==> config.mk <==
export PLATFORM = sky130hd
export DESIGN_NAME = alu_op_sequencer
export DESIGN_NICKNAME = d
export VERILOG_FILES = /design/src/rtl/alu_seq_pkg.sv /design/src/rtl/strobe_sync_edge.sv /design/src/rtl/alu_op_sequencer.sv
export SDC_FILE = /design/constraint.sdc
export NUM_CORES = 1
export LEC_CHECK = 0
export CAP_MARGIN = 10
export CORE_MARGIN = 1
export CORE_UTILIZATION = 44
export CTS_CLUSTER_SIZE = 30
export DETAILED_ROUTE_END_ITERATION = 7
export MAX_ROUTING_LAYER = met4
export PLACE_DENSITY = 0.76
export SETUP_SLACK_MARGIN = 0.5
export SYNTH_ARGS = -nofsm -noshare
export SYNTH_HDL_FRONTEND = slang
export SYNTH_SLANG_ARGS = --single-unit
==> constraint.sdc <==
create_clock -name clk -period 1.98 [get_ports clk]
set_input_delay 0.198 -clock clk [delete_from_list [all_inputs] [get_ports clk]]
set_output_delay 0.198 -clock clk [all_outputs]
set_load 0.01 [all_outputs]
==> src/rtl/alu_seq_pkg.sv <==
// rtl/alu_seq_pkg.sv - shared opcodes, FSM states and error codes for the ALU command sequencer
package alu_seq_pkg;

    // ALU opcodes; OP_DIV and OP_MOD are the ones that trap on y == 0
    localparam logic [7:0] OP_ADD  = 8'd0;
    localparam logic [7:0] OP_SUB  = 8'd1;
    localparam logic [7:0] OP_MUL  = 8'd2;
    localparam logic [7:0] OP_DIV  = 8'd3;
    localparam logic [7:0] OP_AND  = 8'd4;
    localparam logic [7:0] OP_OR   = 8'd5;
    localparam logic [7:0] OP_XOR  = 8'd6;
    localparam logic [7:0] OP_NOT  = 8'd7;
    localparam logic [7:0] OP_NAND = 8'd8;
    localparam logic [7:0] OP_NOR  = 8'd9;
    localparam logic [7:0] OP_MOD  = 8'd10;
    localparam logic [7:0] OP_SHL  = 8'd11;
    localparam logic [7:0] OP_SHR  = 8'd12;

    typedef enum logic [1:0] {
        IDLE = 2'd0,
        OPND = 2'd1,
        EXEC = 2'd2,
        HOLD = 2'd3
    } seq_state_t;

    localparam logic [1:0] ERR_NONE    = 2'd0;
    localparam logic [1:0] ERR_OPCODE  = 2'd1;
    localparam logic [1:0] ERR_DIV0    = 2'd2;
    localparam logic [1:0] ERR_OVERRUN = 2'd3;

endpackage

==> src/rtl/strobe_sync_edge.sv <==
// rtl/strobe_sync_edge.sv - multi-flop synchronizer with rising-edge pulse output
//
// Ports:
//   clk, rst_n  : clock, asynchronous active-low reset
//   async_in    : asynchronous level input
//   edge_pulse  : one-cycle pulse when the synchronized level goes 0 -> 1
module strobe_sync_edge #(
    parameter int SYNC_STAGES = 2
) (
    input  logic clk,
    input  logic rst_n,
    input  logic async_in,
    output logic edge_pulse
);

    logic [SYNC_STAGES-1:0] sync_q;
    logic                   prev_q;

    always_ff @(posedge clk or negedge rst_n) begin
        if (!rst_n) begin
            sync_q <= '0;
            prev_q <= 1'b0;
        end else begin
            sync_q <= {sync_q[SYNC_STAGES-2:0], async_in};
            prev_q <= sync_q[SYNC_STAGES-1];
        end
    end

    assign edge_pulse = sync_q[SYNC_STAGES-1] & ~prev_q;

endmodule

==> src/rtl/alu_op_sequencer.sv <==
// rtl/alu_op_sequencer.sv - two-byte command assembler driving a combinational 4-bit ALU
//
// Optional feature macro: ALU_SEQ_CHAIN_EN (opcode bit 7 chains x from the previous result)
//
// Ports:
//   clk, rst_n            : clock, asynchronous active-low reset
//   ena                   : block enable; low freezes the FSM and ignores strobes
//   in_data, in_strobe    : command byte and its asynchronous strobe
//   alu_opcode            : opcode bus to the ALU
//   alu_operands          : {y, x} operand bus to the ALU
//   alu_result            : combinational ALU result
//   res_data, res_valid   : captured result, held until res_ready handshake
//   res_ready             : consumer accept
//   busy                  : command executing or result waiting
//   err_pulse, err_code   : one-cycle error strobe and sticky last error cause
module alu_op_sequencer #(
    parameter int MAX_OPCODE  = 12,
    parameter int SYNC_STAGES = 2
) (
    input  logic       clk,
    input  logic       rst_n,
    input  logic       ena,
    input  logic [7:0] in_data,
    input  logic       in_strobe,
    output logic [7:0] alu_opcode,
    output logic [7:0] alu_operands,
    input  logic [7:0] alu_result,
    output logic [7:0] res_data,
    output logic       res_valid,
    input  logic       res_ready,
    output logic       busy,
    output logic       err_pulse,
    output logic [1:0] err_code
);

    import alu_seq_pkg::*;

    seq_state_t state, state_n;
    logic       strobe_edge;
    logic       accepted;
    logic       opc_bad;
    logic       div0;
    logic       ld_opc, ld_opnd, capture, consume, err_set;
    logic [1:0] err_val;

    strobe_sync_edge #(
        .SYNC_STAGES (SYNC_STAGES)
    ) u_sync (
        .clk        (clk),
        .rst_n      (rst_n),
        .async_in   (in_strobe),
        .edge_pulse (strobe_edge)
    );

    // Edges arriving while disabled are simply lost.
    assign accepted = strobe_edge & ena;

`ifdef ALU_SEQ_CHAIN_EN
    logic       chain_q;
    // Only the low nibble of the previous result can become a chained x.
    logic [3:0] prev_result;
    assign opc_bad = {1'b0, in_data[6:0]} > 8'(MAX_OPCODE);
`else
    // Bit 7 is part of the opcode here, so any opcode with it set is out of range.
    assign opc_bad = in_data > 8'(MAX_OPCODE);
`endif

    assign div0 = ((alu_opcode == OP_DIV) || (alu_opcode == OP_MOD)) && (alu_operands[7:4] == 4'd0);
    assign busy = (state == EXEC) || (state == HOLD);

    always_ff @(posedge clk or negedge rst_n) begin
        if (!rst_n) state <= IDLE;
        else        state <= state_n;
    end

    always_comb begin
        state_n = state;
        ld_opc  = 1'b0;
        ld_opnd = 1'b0;
        capture = 1'b0;
        consume = 1'b0;
        err_set = 1'b0;
        err_val = ERR_NONE;
        case (state)
            IDLE: begin
                if (accepted) begin
                    if (opc_bad) begin
                        err_set = 1'b1;
                        err_val = ERR_OPCODE;
                    end else begin
                        ld_opc  = 1'b1;
                        state_n = OPND;
                    end
                end
            end
            OPND: begin
                if (accepted) begin
                    ld_opnd = 1'b1;
                    state_n = EXEC;
                end
            end
            EXEC: begin
                if (ena) begin
                    capture = 1'b1;
                    state_n = HOLD;
                    if (div0) begin
                        err_set = 1'b1;
                        err_val = ERR_DIV0;
                    end
                end
                // A simultaneous overrun is reported in preference to divide-by-zero.
                if (accepted) begin
                    err_set = 1'b1;
                    err_val = ERR_OVERRUN;
                end
            end
            HOLD: begin
                // The handshake is not gated by ena so a consumer can always drain.
                if (res_valid && res_ready) begin
                    consume = 1'b1;
                    state_n = IDLE;
                end
                if (accepted) begin
                    err_set = 1'b1;
                    err_val = ERR_OVERRUN;
                end
            end
            default: state_n = IDLE;
        endcase
    end

    always_ff @(posedge clk or negedge rst_n) begin
        if (!rst_n) begin
            alu_opcode   <= 8'h00;
            alu_operands <= 8'h00;
            res_data     <= 8'h00;
            res_valid    <= 1'b0;
            err_pulse    <= 1'b0;
            err_code     <= ERR_NONE;
`ifdef ALU_SEQ_CHAIN_EN
            chain_q      <= 1'b0;
            prev_result  <= 4'h0;
`endif
        end else begin
            err_pulse <= err_set;
            if (err_set) err_code <= err_val;
            if (ld_opc) begin
`ifdef ALU_SEQ_CHAIN_EN
                alu_opcode <= {1'b0, in_data[6:0]};
                chain_q    <= in_data[7];
`else
                alu_opcode <= in_data;
`endif
            end
            if (ld_opnd) begin
`ifdef ALU_SEQ_CHAIN_EN
                alu_operands <= chain_q ? {in_data[3:0], prev_result} : in_data;
`else
                alu_operands <= in_data;
`endif
            end
            if (capture) begin
                res_data  <= div0 ? 8'h00 : alu_result;
                res_valid <= 1'b1;
            end
            if (consume) begin
                res_valid <= 1'b0;
`ifdef ALU_SEQ_CHAIN_EN
                prev_result <= res_data[3:0];
`endif
            end
        end
    end

endmodule

### Word-level counts from Yosys, hierarchy flattened

Index checks and enable logic that the tools add are counted.

* flip-flop bits (word level): 33
* output and inout bits: 29
* input port bits: 21
* word-level logic and storage cells: 62

* equality and inequality tests: 10
* bitwise logic cells: 3
* order comparisons: 1
* reduce and logical (&&, ||, !) cells: 8
* muxes and demuxes: 31

Operator list (count)
* $mux 1: 18
* $mux 2: 9
* $eq 8x2->1 const B: 1
* $eq 8x4->1 const B: 1
* $gt 8x4->1 const B: 1
* $mux 8: 1
* $ne 2x2->1 const B: 4
* $pmux 2 s4: 1
* $pmux 2 s3: 1
* $reduce_and 5->1: 1
* $eq 2x2->1 const B: 2
* $logic_not 4->1: 1
* $pmux 1 s3: 1
* $and 1x1->1: 2
* $eq 2x1->1 const B: 1
* $logic_and 1x1->1: 2
* $logic_not 2->1: 1
* $logic_or 1x1->1: 2
* $ne 2x1->1 const B: 1
* $reduce_bool 2->1: 1
* $not 1->1: 1

### Longest topological paths before layout

* word-level depth: 7
* gate-level depth with buffers: 6
* mapped depth without buffers: 5

### By module

A second synthesis with hierarchy kept.

* cells, all modules: 100
* area total of the unflattened synthesis: 1377.6 um^2

By module, submodules not included
* alu_op_sequencer: times used 1, cells each 96, sequential area each 750.7 um^2, area each 1288.7 um^2
* strobe_sync_edge: times used 1, cells each 4, sequential area each 75.1 um^2, area each 88.8 um^2

### Worst setup path before layout

No wires, ideal clock.

* path kind: register -> register
* start point: register state[0]
* end point: register err_code[0]
* clock period less this slack: 1564 ps
* arrival time: 1443 ps
* path slack: 416 ps
* stages on the path, launching flop included: 7
* library setup time: 121 ps
* cells stage by stage: dfrtp_1 inv_1 ha_1 nand2_1 clkbuf_1 or3_1 a22o_1

* longest elaborated chain between the ends: 2
* elaborated cells on any way between the ends: 5

RTL lines
* from (decl): RTL line alu_op_sequencer.sv:38 `seq_state_t state, state_n;`
* from (signal assigned): RTL line alu_op_sequencer.sv:73 `else state <= state_n;`
* $eq 2x2->1 or $logic_not 2->1 (tied branches): RTL line alu_op_sequencer.sv:84 `case (state)`
* $pmux 2 s3 or $pmux 1 s3 (tied branches): RTL line alu_op_sequencer.sv:84
* to (signal assigned): RTL line alu_op_sequencer.sv:146 `if (err_set) err_code <= err_val;`
* to (decl): RTL line alu_op_sequencer.sv:33 `output logic [1:0] err_code`

Several ways; a longest one is shown, not always the timed one.
A chain may end at the register's enable or synchronous reset.

### Worst setup path in the final report

* start point: register alu_opcode[2]
* end point: register err_code[0]

* longest elaborated chain between the ends: 7
* elaborated cells on any way between the ends: 8

RTL lines
* from (decl): RTL line alu_op_sequencer.sv:25 `output logic [7:0] alu_opcode,`
* from (signal assigned): RTL line alu_op_sequencer.sv:152 `alu_opcode <= in_data;`
* $eq 8x2->1 or $eq 8x4->1 (tied branches): RTL line alu_op_sequencer.sv:68 `assign div0 = ((alu_opcode == OP_DIV) || (alu_opcode == OP_MOD)) && (alu_operands[7:4] == 4'd0);`
* $logic_or 1x1->1 (*): RTL line alu_op_sequencer.sv:68
* $logic_and 1x1->1 (*): RTL line alu_op_sequencer.sv:68
* $mux 1 (*): RTL line alu_op_sequencer.sv:106 `if (div0) begin`
* $mux 1 (*): RTL line alu_op_sequencer.sv:103 `if (ena) begin`
* $mux 1 (*): RTL line alu_op_sequencer.sv:112 `if (accepted) begin`
* $pmux 1 s3 (*): RTL line alu_op_sequencer.sv:84

Mark *: on every way between the ends. The rest lies on a longest branch, timed or not.

==> impl_metrics.tcl <==
set metrics [dict create \
    multi_input_area_um2 714 \
    hold_viol 0 \
    synth_area_leaders "dfrtp_1 (60%), a22o_1 (5.7%), mux2_2 (5.7%), ha_1 (5.4%), mux2_1 (4.1%)" \
    yosysMostFrequentCell "dfrtp_1" \
    cts_root_buffer "clkbuf_4" \
    min_period_over_period_pct 83.2 \
    ys_top_cells_by_count "dfrtp_1 (33), a22o_1 (9), mux2_2 (7)" \
    synth-edff-count 0 \
    synthCells 101 \
    track_usage_pct 23.5 \
    synth.distinct_cells 37 \
    row_count 20 \
    core_um2 3030 \
    fin_area_um2 2380 \
    vias_per_cell 5.20 \
    seqCellArea_um2 828 \
    antenna_found_initial 0 \
    fin_nets 200 \
    grt_pass1_wl_um 5610 \
    num_vias 1133 \
    start_util_pct 45.8 \
    worstSetupPathType "reg2reg" \
    worst_r2r_startpoint "alu_opcode[2]$_DFFE_PN0P_" \
    cts_num_sinks 33 \
    cp.required_ns 2.21 \
    timing.slew.headroom_pct 73.2 \
    async_reset_ff_share_pct 100 \
    reg2reg_slack_ns 0.33 \
    die_y_um 58.2 \
    yosysWarnings 0 \
    rr_worst_depth 4 \
    placedInstanceArea_um2 1990 \
    leakagePower_uw 0.00134 \
    port_buffers 49 \
    skew_ns 0.0110 \
    ys_ff_latch 33 \
    tns_ns 0 \
    r2r-end "err_code[0]$_DFFE_PN0P_" \
    drt_iter0_drc 35 \
    min_from "in_data[7]" \
    ir_drop_mv 0.863 \
    n_antenna_cell 0 \
    gp_congestion 0.820 \
    hold_class "in2reg" \
    synthFlopType "dfrtp_1" \
    worstPathArrival_ns 1.88 \
    setup_viol 0 \
    status "finished, final reports clean" \
    cts_buffers 5 \
    power_density_nw_per_um2 1360 \
    drive_gt1_share_pct 35.1 \
    worst_pin_slew_ns 0.403 \
    syn_avg_cell_area_um2 13.7 \
    rsz0062_at_grt "true" \
    place_hpwl_um 2330 \
    fin_crit_ns 1.65 \
    seq_area_frac_synth_pct 59.5 \
    syn-num-nets 128 \
    clkLatencyLatePin_ns 0.33 \
    overflow 0 \
    syn2layout_area_growth_pct 71.6 \
    cts_tree "done" \
    critPathCaptureType "flop" \
    detail-route-antenna-nets 0 \
    grt_pass1_vias 1165 \
    yosysTopAreaCell "dfrtp_1" \
    whs_path_depth 2 \
    slew_viol_final 0 \
    drc 0 \
    netlist_area_um2 1390 \
    drv_cap 0 \
    cts_max_level 2 \
    nFillCells 184 \
    die_w_um 58.2 \
    synth.top_cell.area_share_pct 59.5 \
    worst_setup_path_start_kind "flop" \
    dieArea_um2 3380 \
    dr.pass1.iters 3 \
    wire_per_inst_um 17.0 \
    wirelength_um 3710 \
    crit_path_max_fanout 3 \
    io_pins 50 \
    max_freq_mhz 607 \
    cts_buffer_depth 2 \
    hold_end "alu_operands[7]$_DFFE_PN0P_" \
    cts.clk_slew.worst_paths_ns 0.11 \
    grt_max_degree 34 \
]
==> cells by family after synthesis <==
| family | after synthesis | synth area share (%) |
|---|---|---|
| muxes | 12 | 9.74 |
| buffers and inverters | 4 | 1.08 |
| AOI/OAI and AO/OA | 20 | 11.9 |
| xor gates and xnor gates | 1 | 0.631 |
| adders and majority gates | 6 | 5.41 |
| DFF | 33 | 59.5 |
| and+or+nand+nor | 25 | 11.7 |
==> routing by layer <==
layer  global-route usage (%)  vias to the layer above  share of wire [%]
met3                     6.25                        8                5.6
met1                     28.1                      564                 41
met4                     7.14                        0                1.7
li1                         -                      517                  -
met5                        -                        -                  0
met2                     38.9                       44                 52
==> report_power, final <==
part	total (µW)	internal (µW)	switching, µW
Sequential	1070	901	172
Combinational	1530	903	631
Clock	625	391	234
Total	3230	2200	1040
==> stage by stage <==
| stage | std cells | total power, µW | hold WS, ns | utilization (%) | setup slack (ns) |
|---|---|---|---|---|---|
| 6_report | 218 | 3230 | 0.150 | 78.6 | 0.332 |
| 4_1_cts | 213 | 3020 | 0.244 | 72.8 | 0.351 |
| 3_3_place_gp | 195 | 2230 | 0.334 | 65.7 | 0.0145 |
| 3_5_place_dp | 195 | 2280 | 0.362 | 65.7 | -0.0167 |
| 2_1_floorplan | 101 | 1660 | -0.0976 | - | 0.485 |
| 5_1_grt | 218 | 3420 | 0.129 | 78.6 | 0.264 |
==> layout make-up <==
cell class	count	share of cell area, %
Clock buffer	5	1.58
Clock inverter	3	2.73
Inverter	2	0.420
Multi-Input combinational cell	64	30.0
Sequential cell	33	34.8
Tap cell	44	2.31
Timing Repair Buffer	67	28.2
==> flip-flops by register name, summed over array words and instances, names as in the netlist <==
name,count
alu_opcode,8
alu_operands,8
res_data,8
err_code,2
state,2
u_sync.sync_q,2
err_pulse,1
res_valid,1
u_sync.prev_q,1
==> how the worst max path moves through the flow <==
stage	start	end	slack [ns]	cells after the start
final	alu_opcode[2]$_DFFE_PN0P_	err_code[0]$_DFFE_PN0P_	0.33	4
after floorplan	in_data[7]	err_code[0]$_DFFE_PN0P_	0.48	4
after detailed placement	in_data[7]	alu_opcode[1]$_DFFE_PN0P_	-0.02	5
after global placement	in_data[7]	alu_opcode[3]$_DFFE_PN0P_	0.01	5
after CTS	alu_operands[7]$_DFFE_PN0P_	err_code[0]$_DFFE_PN0P_	0.35	4
after global routing	alu_opcode[2]$_DFFE_PN0P_	err_code[0]$_DFFE_PN0P_	0.26	4
==> cell usage in the layout, fill, tap and decap left out, drive strengths merged, types with 2 or more instances in the layout <==
cell type      count
dfrtp             33
clkdlybuf4s50     20
dlymetal6s2s      19
buf               19
mux2              12
a22o               9
dlygate4sd2        9
ha                 6
clkbuf             5
and2               4
nor2               3
nand2              3
a21o               2
nor3               2
bufinv             2
inv                2
or2                2
nor4               2
==> repair_timing <==
item,4_1_cts,5_1_grt
hold buffers,0,0
pin swaps,13,11
endpoints found under the setup margin,34,48
resized for setup,27,39
setup buffers,10,5
cloned,0,0
==> worst max-delay path, stage by stage, from the launching register on <==
cell and delay, ns:
dfrtp_1 0.43, nor4_2 0.33, nand4_1 0.22, or3_1 0.37, a22o_1 0.19
No activity file was read; power rests on OpenSTA's default activity.
